--- src/rtl/onehot_hit_monitor.sv ---
// Health monitor for a one-hot decode bus: checks legality, re-encodes legal words,
// and keeps saturating per-line hit counters and an illegal-word counter with an optional halt.
module onehot_hit_monitor #(
    parameter int N           = 8,
    parameter int CW          = 8,
    parameter bit HALT_ON_ERR = 1'b0,
    localparam int IW         = $clog2(N)
) (
    input  logic          clk,
    input  logic          rst,
    input  logic [N-1:0]  y_in,
    input  logic          y_valid,
    input  logic          clear,
    input  logic [IW-1:0] rd_sel,
    output logic [CW-1:0] rd_count,
    output logic [IW-1:0] last_idx,
    output logic          idx_valid,
    output logic          err_flag,
    output logic [CW-1:0] err_count,
    output logic          halted
);

    // Handshake: y_in is consumed on any rising edge where y_valid is high,
    // the FSM is in RUN and clear is low; there is no back-pressure.

    typedef enum logic {RUN = 1'b0, HALT = 1'b1} state_t;

    localparam logic [CW-1:0] CNT_MAX = '1;
    localparam logic [N-1:0]  ONE_N   = {{(N-1){1'b0}}, 1'b1};

    state_t        state;
    state_t        state_nxt;
    logic          legal;
    logic [IW-1:0] enc;
    logic [CW-1:0] cnt [N];

    // Exactly one bit set; X/Z makes the condition unknown, which falls to the illegal branch.
    always_comb begin
        legal = (y_in != '0) && ((y_in & (y_in - ONE_N)) == '0);
    end

    always_comb begin
        enc = '0;
        for (int i = 0; i < N; i++) begin
            if (y_in[i]) begin
                enc = enc | IW'(i);
            end
        end
    end

    always_comb begin
        state_nxt = state;
        case (state)
            RUN: begin
                if (!clear && y_valid && HALT_ON_ERR) begin
                    if (legal) begin
                        state_nxt = RUN;
                    end else begin
                        state_nxt = HALT;
                    end
                end
            end
            HALT: begin
                if (clear) begin
                    state_nxt = RUN;
                end
            end
            default: state_nxt = RUN;
        endcase
    end

    always_ff @(posedge clk) begin
        if (rst) begin
            state <= RUN;
        end else begin
            state <= state_nxt;
        end
    end

    assign halted = (state == HALT);

    always_ff @(posedge clk) begin
        if (rst) begin
            for (int i = 0; i < N; i++) begin
                cnt[i] <= '0;
            end
            rd_count  <= '0;
            last_idx  <= '0;
            idx_valid <= 1'b0;
            err_flag  <= 1'b0;
            err_count <= '0;
        end else begin
            // Readback always reflects the counter value before this edge's update.
            rd_count  <= cnt[rd_sel];
            idx_valid <= 1'b0;
            if (clear) begin
                for (int i = 0; i < N; i++) begin
                    cnt[i] <= '0;
                end
                last_idx  <= '0;
                err_flag  <= 1'b0;
                err_count <= '0;
            end else if (state == RUN && y_valid) begin
                if (legal) begin
                    if (cnt[enc] != CNT_MAX) begin
                        cnt[enc] <= cnt[enc] + CW'(1);
                    end
                    last_idx  <= enc;
                    idx_valid <= 1'b1;
                end else begin
                    if (err_count != CNT_MAX) begin
                        err_count <= err_count + CW'(1);
                    end
                    err_flag <= 1'b1;
                end
            end
        end
    end

endmodule

--- config.mk ---
export PLATFORM = sky130hd
export DESIGN_NAME = onehot_hit_monitor
export DESIGN_NICKNAME = d
export VERILOG_FILES = /design/src/rtl/onehot_hit_monitor.sv
export SDC_FILE = /design/constraint.sdc
export NUM_CORES = 1
export LEC_CHECK = 0
export BUFFER_PORTS_ARGS = -buffer_cell sky130_fd_sc_hd__buf_2
export CORE_MARGIN = 10
export CORE_UTILIZATION = 35
export DETAILED_ROUTE_END_ITERATION = 12
export GPL_TIMING_DRIVEN = 0
export MAX_ROUTING_LAYER = met4
export PLACE_DENSITY = 0.52
export SYNTH_ARGS = -nofsm -noshare
export SYNTH_HDL_FRONTEND = slang
export SYNTH_SLANG_ARGS = --single-unit
--- constraint.sdc ---
create_clock -name clk -period 4.8 [get_ports clk]
set_input_delay 0.72 -clock clk [delete_from_list [all_inputs] [get_ports clk]]
set_output_delay 0.72 -clock clk [all_outputs]
set_load 0.02 [all_outputs]
; Word-level counts from Yosys, hierarchy flattened
; Memories as Yosys holds them, arrays and structs flattened. A register that Yosys moved wholly into a read port is not among the register bits.
; Index checks and enable logic that the tools add are counted.
; W data, S select, Z words.
[totals]
input_bits = 15
regBits = 14
mem_count = 1
mem_bits_rw = 64
elab_cells = 65
[mem_list]
columns = name, depth, word_bits, read_ports, rd_ports_with_merged_regs, write_ports, line_no
row1 = cnt, 8, 8, 2, 1, 8, 35  ; logic [CW-1:0] cnt [N];
[classes]
bitwise_logic = 12
mux = 31
n_reduce_logical = 11
addsub = 3
eq_ne = 2
[ops]
columns = op, n
row1 = $mux W8, 9
row2 = $add A8 B1 Y8 const B, 2
row3 = $ne A8 B8 Y1 const B, 2
row4 = $mux W1, 15
row5 = $mux W3, 5
row6 = $and A8 B8 Y8, 1
row7 = $logic_not A8 Y1, 1
row8 = $or A1 B1 Y1, 8
row9 = $reduce_bool A8 Y1, 1
row10 = $reduce_or A8 Y1, 1
row11 = $sub A8 B1 Y8 const B, 1
row12 = $mux W2, 2
row13 = $reduce_and A2 Y1, 2
row14 = $reduce_or A2 Y1, 2
row15 = $not A1 Y1, 3
row16 = $reduce_and A3 Y1, 1
row17 = $reduce_or A3 Y1, 1
row18 = $logic_and A1 B1 Y1, 2

; Longest topological paths before layout
; Gate-level depths: netlist of run 1.
; An unclocked memory read counts as a cell.
[logic_depth]
depth_word = 17
depth_mapped = 13

; Worst setup path after synthesis of run 1
; Ideal clock, no wire load.
[synth_timing]
path_kind = input port to flip-flop
start = input y_in[4]
end = memory cnt[7][0], enable pin
setup_ns = 0.329
n_path_buf = 4
path_stages = 12
arrival_time_ns = 3.410
path_slack_ns = 1.062
cell_sequence = buf_6 or4_4 buf_6 a2111oi_0 nor4_1 buf_2 ha_1 o211ai_2 nor4_4 or4_1 buf_2 nand2_1
[synth_lines]
columns = item, line_no
row1 = start: declaration, 11  ; input logic [N-1:0] y_in,
row2 = end: declaration, 35

==> impl_metrics.env, run 1 <==
export IMPL_status="finished clean"
export IMPL_syn_area_per_cell_um2=11.7
export IMPL_finalSetupViolCount=0
export IMPL_drtPass1Iterations=5
export IMPL_die_w_um=135
export IMPL_rsz0062_at_grt="no"
export IMPL_die_h_um=135
export IMPL_io_pins=37
export IMPL_synth_edf_count=64
export IMPL_cts_root_buf="clkbuf_16"
export IMPL_gp_congestion=0.890
export IMPL_synthTopCellsByArea="edfxtp_1, dfxtp_1, mux4_2, nor2_1, mux2i_1"
export IMPL_drc=0
export IMPL_numPortBuffers=30
export IMPL_grt_pass1_vias=3522
export IMPL_cp_max_fo=10
export IMPL_hold_class="register to register"
export IMPL_crit_type="input pin to register"
export IMPL_synth_seq_area_share=0.514
export IMPL_postCtsResizedCells=0
export IMPL_grt_max_degree=14
export IMPL_pwr_density_cell_mw_per_mm2=325
export IMPL_dp_hpwl_um=9660
export IMPL_fin_cells=612
export IMPL_synth_seq_cells=86
export IMPL_wl_per_cell_um=20.9
export IMPL_cts_sinks=86
export IMPL_finalWirelength_um=12800
export IMPL_clock_path_buffers=2
export IMPL_numCtsBuffers=9
export IMPL_yosysMostFrequentCell="nor2_1"
export IMPL_r2r_cells=10
export IMPL_min_period_ps=4540
export IMPL_synthesis_nets=411
export IMPL_num_rows=41
export IMPL_path_cells="buf_2, buf_6, nor4_4, buf_6, buf_6, a2111oi_0, nor4_1, buf_2, ha_1, o211ai_2, nor4_4, or4_1, buf_2, nand2_1"
export IMPL_place_area_mm2=0.00496
export IMPL_drt_iter0_markers=302
export IMPL_cp_end_kind="register"
export IMPL_antenna_found_initial=0
export IMPL_grt_overflow_total=0
export IMPL_ir_drop_uv=176
export IMPL_syn_area_mm2=0.00459
export IMPL_coreArea_mm2=0.0127
export IMPL_whs_path_depth=2
export IMPL_htreeDepth=3
export IMPL_netlist_instances=394
export IMPL_grt_usage=0.148
export IMPL_syn_to_final_growth_pct=14.1
export IMPL_power_leakage_nw=1.89
export IMPL_ant_nets=0
export IMPL_clk_pin_slew_ps=60
export IMPL_viasPerCell=5.63
export IMPL_worstMarginPinSlew_ps=946
export IMPL_place_inst=596
export IMPL_clk_latency_ps=360
export IMPL_grt_pass1_wl_um=19900
export IMPL_start_kind="input pin"
export IMPL_fmax_mhz=220
export IMPL_drv_cap=0
export IMPL_power_mw=1.70
export IMPL_nNetsFinal=452
export IMPL_slew_headroom=0.365
export IMPL_synth_top_cell_area_share=0.419
export IMPL_ys_flop_type="edfxtp_1"
export IMPL_slowest_delay_ps=630
export IMPL_cp_slowest_cell="nor4_4"
export IMPL_finalCritPeriodShare=0.945
export IMPL_synth_common_cells="nor2_1, edfxtp_1, dfxtp_1"
export IMPL_arrival_ps=4530
export IMPL_synth_top_cell_by_area="edfxtp_1"
export IMPL_final_area_mm2=0.00524
export IMPL_ys_async_sr_fraction=0
export IMPL_timing_final_hold_violations=0
export IMPL_initial_core_util=0.361
export IMPL_cp_required_ps=4790
export IMPL_skew_ps=7.36
export IMPL_ys_types=59
export IMPL_post_cts_buffers=0
export IMPL_die_area_mm2=0.0181
export IMPL_drive_above_1_share=0.227
export IMPL_cts_tree="yes"
export IMPL_vias=3444
export IMPL_report_final_slew_viol_count=0
export IMPL_n_antenna_cell=0
export IMPL_ys_warn_count=0
export IMPL_ctsHoldBuffers=0
-- cell families after synthesis --
logic type	synth area share
simple gates	0.175
flops	0.514
compound gates	0.116
buf+inv	0.0431
mux	0.116
xor+xnor	0.0281
fa+ha+maj	0.00763
-- area by class of cell --
| cell class | count | area (um^2) |
|---|---|---|
| fill | 1245 | 7480 |
| sequential | 86 | 2360 |
| multi-input combinational | 271 | 2030 |
| clock buffer | 9 | 225 |
| tap | 172 | 215 |
| buffer | 35 | 190 |
| timing repair buffer | 30 | 150 |
| clock inverter | 7 | 55.1 |
| inverter | 2 | 7.51 |
-- placed cells by master (no fill, tap or decap), types with 6 or more instances in the layout --
cell and instances:
mux4_2 16, clkbuf_16 9, o22ai_1 6, nand4_1 6, mux2i_1 14, edfxtp_1 64
dfxtp_1 22, a21oi_1 6, o41a_1 12, or4_1 10, nand2_1 17, nor2_1 91
clkbuf_1 10, buf_2 46, a2111oi_0 7, xor2_1 8
-- layer usage --
| layer | share of wire | vias to the layer above | track usage |
|---|---|---|---|
| met2 | 0.45 | 131 | 0.216 |
| met4 | 0.025 | 0 | 0.0713 |
| met5 | 0 | - | - |
| met3 | 0.077 | 23 | 0.0367 |
| li1 | - | 1583 | - |
| met1 | 0.45 | 1707 | 0.189 |
-- report_power, final --
group	switching, mW	internal [mW]	total (mW)	leakage, nW
combinational	0.120	0.0617	0.182	0.860
clock	0.285	0.394	0.679	0.139
sequential	0.0169	0.824	0.841	0.892
-- metrics by stage --
step	util	worst slack [ps]	setup TNS, ps	hold slack, ps
detailed placement	0.390	-19.0	-147	455
global placement	0.390	-12.9	-97.6	448
finish	0.412	264	0	462
CTS	0.412	338	0	469
global route	0.412	52.1	0	489
floorplan	-	1060	0	555
-- worst max-delay path: cells and delay by family --
kind,cells,cell delay (ps)
adder cells (fa/ha/maj),1,280
buffers and inverters,6,1260
AND/OR/NAND/NOR,5,1940
AO/OA/AOI/OAI,2,320
-- final timing paths --
path / from / endpoint / slack (ps)
hold reg to reg: err_flag / err_flag / 460
setup reg to reg: cnt[3][0] / cnt[0][2] / 1450
setup / recovery: y_in[3] / cnt[0][2] / 260
hold / removal: err_flag / err_flag / 460
-- registers in the layout, summed over array words and instances (netlist names) --
signal     count
cnt           64
last_idx       3
idx_valid      1
halted         1
err_flag       1
rd_count       8
err_count      8
No activity file was read; power rests on OpenSTA's default activity.
==> run 2: changes to the inputs <==
--- a/config.mk
+++ b/config.mk
@@ -8,6 +8,7 @@
 export BUFFER_PORTS_ARGS = -buffer_cell sky130_fd_sc_hd__buf_2
 export CORE_MARGIN = 10
 export CORE_UTILIZATION = 35
+export CTS_BUF_LIST = sky130_fd_sc_hd__clkbuf_4 sky130_fd_sc_hd__clkbuf_8
 export DETAILED_ROUTE_END_ITERATION = 12
 export GPL_TIMING_DRIVEN = 0
 export MAX_ROUTING_LAYER = met4
==> run 2 against run 1 <==
Effect of this change: clock power is 28% lower; clock skew is 0.90 ps lower; register-to-register slack better by 40 ps; die area stayed put; first-iteration DRC count is 21% higher; via count is 0.64% lower; core utilization is 0.80 points lower; critical path depth stayed put; flip-flop and latch count stayed put; highest routed layer unchanged.
==> impl_metrics.env, run 2 (same netlist as run 1, synthesis figures left out) <==
export IMPL_status="finished clean"
export IMPL_whs_path_depth=2
export IMPL_hold_class="register to register"
export IMPL_crit_start="y_in[3]"
export IMPL_path_cells="buf_2, buf_6, nor4_4, buf_6, buf_6, a2111oi_0, nor4_1, buf_2, ha_1, o211ai_2, nor4_4, or4_1, buf_2, nand2_1"
export IMPL_met2_usage=0.216
export IMPL_dp_hpwl_um=9660
export IMPL_power_leakage_nw=1.84
export IMPL_use_met3=0.0434
export IMPL_largest_register_ffs=64
export IMPL_die_area_mm2=0.0181
export IMPL_numPortBuffers=30
export IMPL_viasPerCell=5.59
export IMPL_place_area_mm2=0.00496
export IMPL_min_delay_start="err_flag"
export IMPL_num_rows=41
export IMPL_grt_pass1_vias=3520
export IMPL_drive_above_1_share=0.227
export IMPL_post_cts_buffers=0
export IMPL_layout_cells_most_common="nor2_1"
export IMPL_min_period_ps=4500
export IMPL_top_regs="cnt x64, err_count x8, rd_count x8"
export IMPL_slowest_delay_ps=640
export IMPL_finalCritPeriodShare=0.938
export IMPL_syn_to_final_growth_pct=11.9
export IMPL_numCtsBuffers=9
export IMPL_cts_root_buf="clkbuf_8"
export IMPL_initial_core_util=0.361
export IMPL_place_inst=596
export IMPL_rr_startpoint="cnt[3][0]"
export IMPL_r2r_cells=10
export IMPL_die_h_um=135
export IMPL_drtPass1Iterations=6
export IMPL_worstMarginPinSlew_ps=950
export IMPL_crit_type="input pin to register"
export IMPL_timing_final_hold_violations=0
export IMPL_ant_nets=0
export IMPL_skew_ps=6.46
export IMPL_fmax_mhz=222
export IMPL_wl_per_cell_um=20.7
export IMPL_report_final_slew_viol_count=0
export IMPL_drc=0
export IMPL_rsz0062_at_grt="no"
export IMPL_cts_sinks=86
export IMPL_arrival_ps=4520
export IMPL_mostFrequentLayoutCells="nor2_1, edfxtp_1, buf_2"
export IMPL_reg2reg_slack_ps=1490
export IMPL_finalWirelength_um=12600
export IMPL_postCtsResizedCells=0
export IMPL_htreeDepth=3
export IMPL_cp_slowest_cell="nor4_4"
export IMPL_n_antenna_cell=0
export IMPL_antenna_found_initial=0
export IMPL_grtUsageMet1=0.187
export IMPL_regMostFlops="cnt"
export IMPL_cp_max_fo=10
export IMPL_cts_tree="yes"
export IMPL_die_w_um=135
export IMPL_grt_max_degree=14
export IMPL_start_kind="input pin"
export IMPL_place_ws_ps=-19.0
export IMPL_clk_pin_slew_ps=80
export IMPL_ir_drop_uv=128
export IMPL_vias=3422
export IMPL_drv_cap=0
export IMPL_fillers=1251
export IMPL_cp_end_kind="register"
export IMPL_coreArea_mm2=0.0127
export IMPL_layout_setup_ws_ps=299
export IMPL_nNetsFinal=452
export IMPL_final_area_mm2=0.00514
export IMPL_grt_overflow_total=0
export IMPL_pwr_density_cell_mw_per_mm2=294
export IMPL_finalSetupViolCount=0
export IMPL_clk_latency_ps=370
export IMPL_slew_headroom=0.363
export IMPL_ctsHoldBuffers=0
export IMPL_fin_cells=612
export IMPL_gp_congestion=0.890
export IMPL_busiest_layer="met2"
export IMPL_clock_path_buffers=2
export IMPL_io_pins=37
export IMPL_cp_required_ps=4810
export IMPL_grt_usage=0.147
export IMPL_grt_pass1_wl_um=19800
export IMPL_min_to="err_flag"
export IMPL_reg2reg_to="cnt[0][4]"
export IMPL_drt_iter0_markers=366
==> run 2: how the worst max path moves through the flow <==
stage	to	cells after the start	slack, ps
2_1_floorplan	cnt[7][0]	12	1060
3_3_place_gp	cnt[3][6]	14	-10
3_5_place_dp	cnt[0][6]	14	-20
4_1_cts	cnt[0][0]	14	370
5_1_grt	cnt[3][4]	14	90
6_report	cnt[0][4]	14	300
==> run 2: final cells by class <==
class                           count  area [um^2]  area share
Clock inverter                      7         55.1      0.0107
Inverter                            2         7.51     0.00146
Multi-Input combinational cell    271         2030       0.396
Clock buffer                        9          124      0.0241
Timing Repair Buffer               30          150      0.0292
Tap cell                          172          215      0.0419
Buffer                             35          190      0.0370
Sequential cell                    86         2360       0.460
==> run 2: stage by stage <==
step                hold WS (ps)  TNS, ps  power [mW]   util
floorplan                    555        0       0.975      -
global placement             448    -97.6        1.04  0.390
detailed placement           455     -147        1.04  0.390
CTS                          474        0        1.52  0.404
global route                 496        0        1.57  0.404
finish                       468        0        1.51  0.404
==> run 2: layer usage <==
| metal | part of all wire | routed length [um] |
|---|---|---|
| met5 | 0 | 0 |
| met4 | 0.021 | 263 |
| met3 | 0.079 | 1000 |
| met2 | 0.45 | 5710 |
| met1 | 0.45 | 5670 |
==> run 2: power breakdown <==
part           internal (mW)  switching (mW)  leakage (nW)
clock                  0.232           0.257        0.0929
combinational         0.0618           0.120         0.860
sequential             0.823          0.0167         0.892
total                   1.12           0.393          1.84
==> run 2: critical path: cells and delay by family <==
kind	cells	cell delay, ps
AOI/OAI and AO/OA	2	290
buffers and inverters	6	1270
adders and majority gates	1	280
and+or+nand+nor	5	1930
==> run 3: changes to the inputs <==
==> config.mk (replaced) <==
export PLATFORM = sky130hd
export DESIGN_NAME = onehot_hit_monitor
export DESIGN_NICKNAME = d
export VERILOG_FILES = /design/src/rtl/onehot_hit_monitor.sv
export SDC_FILE = /design/constraint.sdc
export NUM_CORES = 1
export LEC_CHECK = 0
export CORE_MARGIN = 10
export CORE_UTILIZATION = 35
export CTS_BUF_LIST = sky130_fd_sc_hd__clkbuf_4 sky130_fd_sc_hd__clkbuf_8
export DETAILED_ROUTE_END_ITERATION = 12
export DONT_BUFFER_PORTS = 1
export GPL_TIMING_DRIVEN = 0
export MAX_ROUTING_LAYER = met4
export PLACE_DENSITY = 0.5
export SYNTH_ARGS = -nofsm -noshare
export SYNTH_HDL_FRONTEND = slang
export SYNTH_SLANG_ARGS = --single-unit
==> run 3 against run 2 <==
Effect of this change: register-to-register slack improved by 70 ps; sequential share of layout area increased by 1.3 points; via count decreased by 3.4%; maximum frequency increased by 4.5%; wire length increased by 1.5%; worst hold slack improved by 96 ps; global-route usage increased by 0.19 points; clock skew increased by 7.5 ps; total power increased by 0.80%; first-iteration DRC count decreased by 4.6%; count of clock-buffer cells in the layout increased by 2.
==> impl_metrics.env, run 3 (same netlist as run 1, synthesis figures left out) <==
export IMPL_postCtsResizedCells=0
export IMPL_n_antenna_cell=0
export IMPL_min_period_ps=4310
export IMPL_ir_drop_uv=110
export IMPL_status="finished clean"
export IMPL_power_leakage_nw=1.69
export IMPL_grt_pass1_wl_um=19900
export IMPL_io_pins=37
export IMPL_vias=3305
export IMPL_skew_ps=14.0
export IMPL_reg2reg_to="cnt[2][1]"
export IMPL_fmax_mhz=232
export IMPL_top_regs="cnt x64, err_count x8, rd_count x8"
export IMPL_numPortBuffers=0
export IMPL_r2r_cells=10
export IMPL_cts_root_buf="clkbuf_8"
export IMPL_coreArea_mm2=0.0127
export IMPL_drive_above_1_share=0.176
export IMPL_arrival_ps=4310
export IMPL_htreeDepth=3
export IMPL_final_area_mm2=0.00499
export IMPL_layout_cells_most_common="nor2_1"
export IMPL_syn_to_final_growth_pct=8.77
export IMPL_slew_headroom=0.303
export IMPL_min_delay_start="clear"
export IMPL_grt_max_degree=14
export IMPL_power_mw=1.52
export IMPL_report_final_slew_viol_count=0
export IMPL_drt_iter0_markers=349
export IMPL_min_to="err_count[5]"
export IMPL_gp_congestion=0.919
export IMPL_worstMarginPinSlew_ps=1040
export IMPL_reg2reg_slack_ps=1560
export IMPL_nNetsFinal=422
export IMPL_drtPass1Iterations=4
export IMPL_dp_hpwl_um=9820
export IMPL_grt_pass1_vias=3353
export IMPL_clock_path_buffers=2
export IMPL_die_area_mm2=0.0181
export IMPL_fillers=1269
export IMPL_place_area_mm2=0.00481
export IMPL_drv_cap=0
export IMPL_drc=0
export IMPL_whs_path_depth=2
export IMPL_cts_sinks=86
export IMPL_grt_overflow_total=0
export IMPL_finalCritPeriodShare=0.897
export IMPL_cts_tree="yes"
export IMPL_grt_usage=0.149
export IMPL_cp_required_ps=4800
export IMPL_clk_latency_ps=380
export IMPL_pwr_density_cell_mw_per_mm2=305
export IMPL_initial_core_util=0.361
export IMPL_start_kind="input pin"
export IMPL_ctsHoldBuffers=0
export IMPL_rsz0062_at_grt="no"
export IMPL_viasPerCell=5.69
export IMPL_ant_nets=0
export IMPL_setup_tns_ps=0
export IMPL_finalWirelength_um=12800
export IMPL_post_cts_buffers=0
export IMPL_rr_startpoint="cnt[3][0]"
export IMPL_regMostFlops="cnt"
export IMPL_largest_register_ffs=64
export IMPL_cp_max_fo=10
export IMPL_antenna_found_initial=0
export IMPL_finalSetupViolCount=0
export IMPL_wl_per_cell_um=22.1
export IMPL_num_rows=41
export IMPL_die_w_um=135
export IMPL_cp_end_kind="register"
export IMPL_die_h_um=135
export IMPL_mostFrequentLayoutCells="nor2_1, edfxtp_1, dfxtp_1"
export IMPL_crit_type="input pin to register"
export IMPL_clk_pin_slew_ps=80
export IMPL_hold_class="input pin to register"
export IMPL_numCtsBuffers=9
export IMPL_timing_final_hold_violations=0
-- run 3: through the flow --
step                      utilization  instances  worst slack (ps)  hold WS, ps
after floorplan                     -        394              1060          555
after global placement          0.378        566               196          582
after detailed placement        0.378        566               116          579
after CTS                       0.393        581               505          546
after global routing            0.393        581               134          549
final                           0.393        581               493          564
-- run 3: report_power, final --
group | switching [mW] | internal, mW | total [mW]
clock | 0.262 | 0.248 | 0.509
combinational | 0.109 | 0.0562 | 0.165
sequential | 0.0243 | 0.823 | 0.847
total | 0.395 | 1.13 | 1.52
-- run 3: worst max-delay path by stage --
stage,start,end,slack [ps]
after detailed placement,y_in[1],cnt[5][7],120
final,y_in[1],cnt[2][1],490
after CTS,y_in[1],cnt[5][3],500
after floorplan,y_in[4],cnt[7][0],1060
after global placement,y_in[1],cnt[7][7],200
after global routing,y_in[1],cnt[5][3],130
-- run 3: worst max-delay path: stages --
cell and delay [ps]:
clkbuf_2 170, nor4_4 580, buf_6 250, buf_6 170
a2111oi_0 110, nor4_1 450, buf_2 340, ha_1 260
o211ai_2 180, nor4_4 370, or4_1 170, buf_2 210
nand2_1 300
-- run 3: layer usage --
layer / vias to the layer above / global-route usage / share of wire
met1: 1669 / 0.190 / 0.45
met3: 15 / 0.0438 / 0.068
met5: - / - / 0
met2: 105 / 0.222 / 0.47
met4: 0 / 0.0484 / 0.020
li1: 1516 / - / -
-- run 3: cell type report --
type | count | area, um^2 | share of cell area
Clock inverter | 4 | 48.8 | 0.00977
Tap cell | 172 | 215 | 0.0431
Buffer | 35 | 190 | 0.0381
Multi-Input combinational cell | 271 | 2030 | 0.407
Inverter | 2 | 7.51 | 0.00150
Sequential cell | 86 | 2360 | 0.473
Clock buffer | 11 | 139 | 0.0278
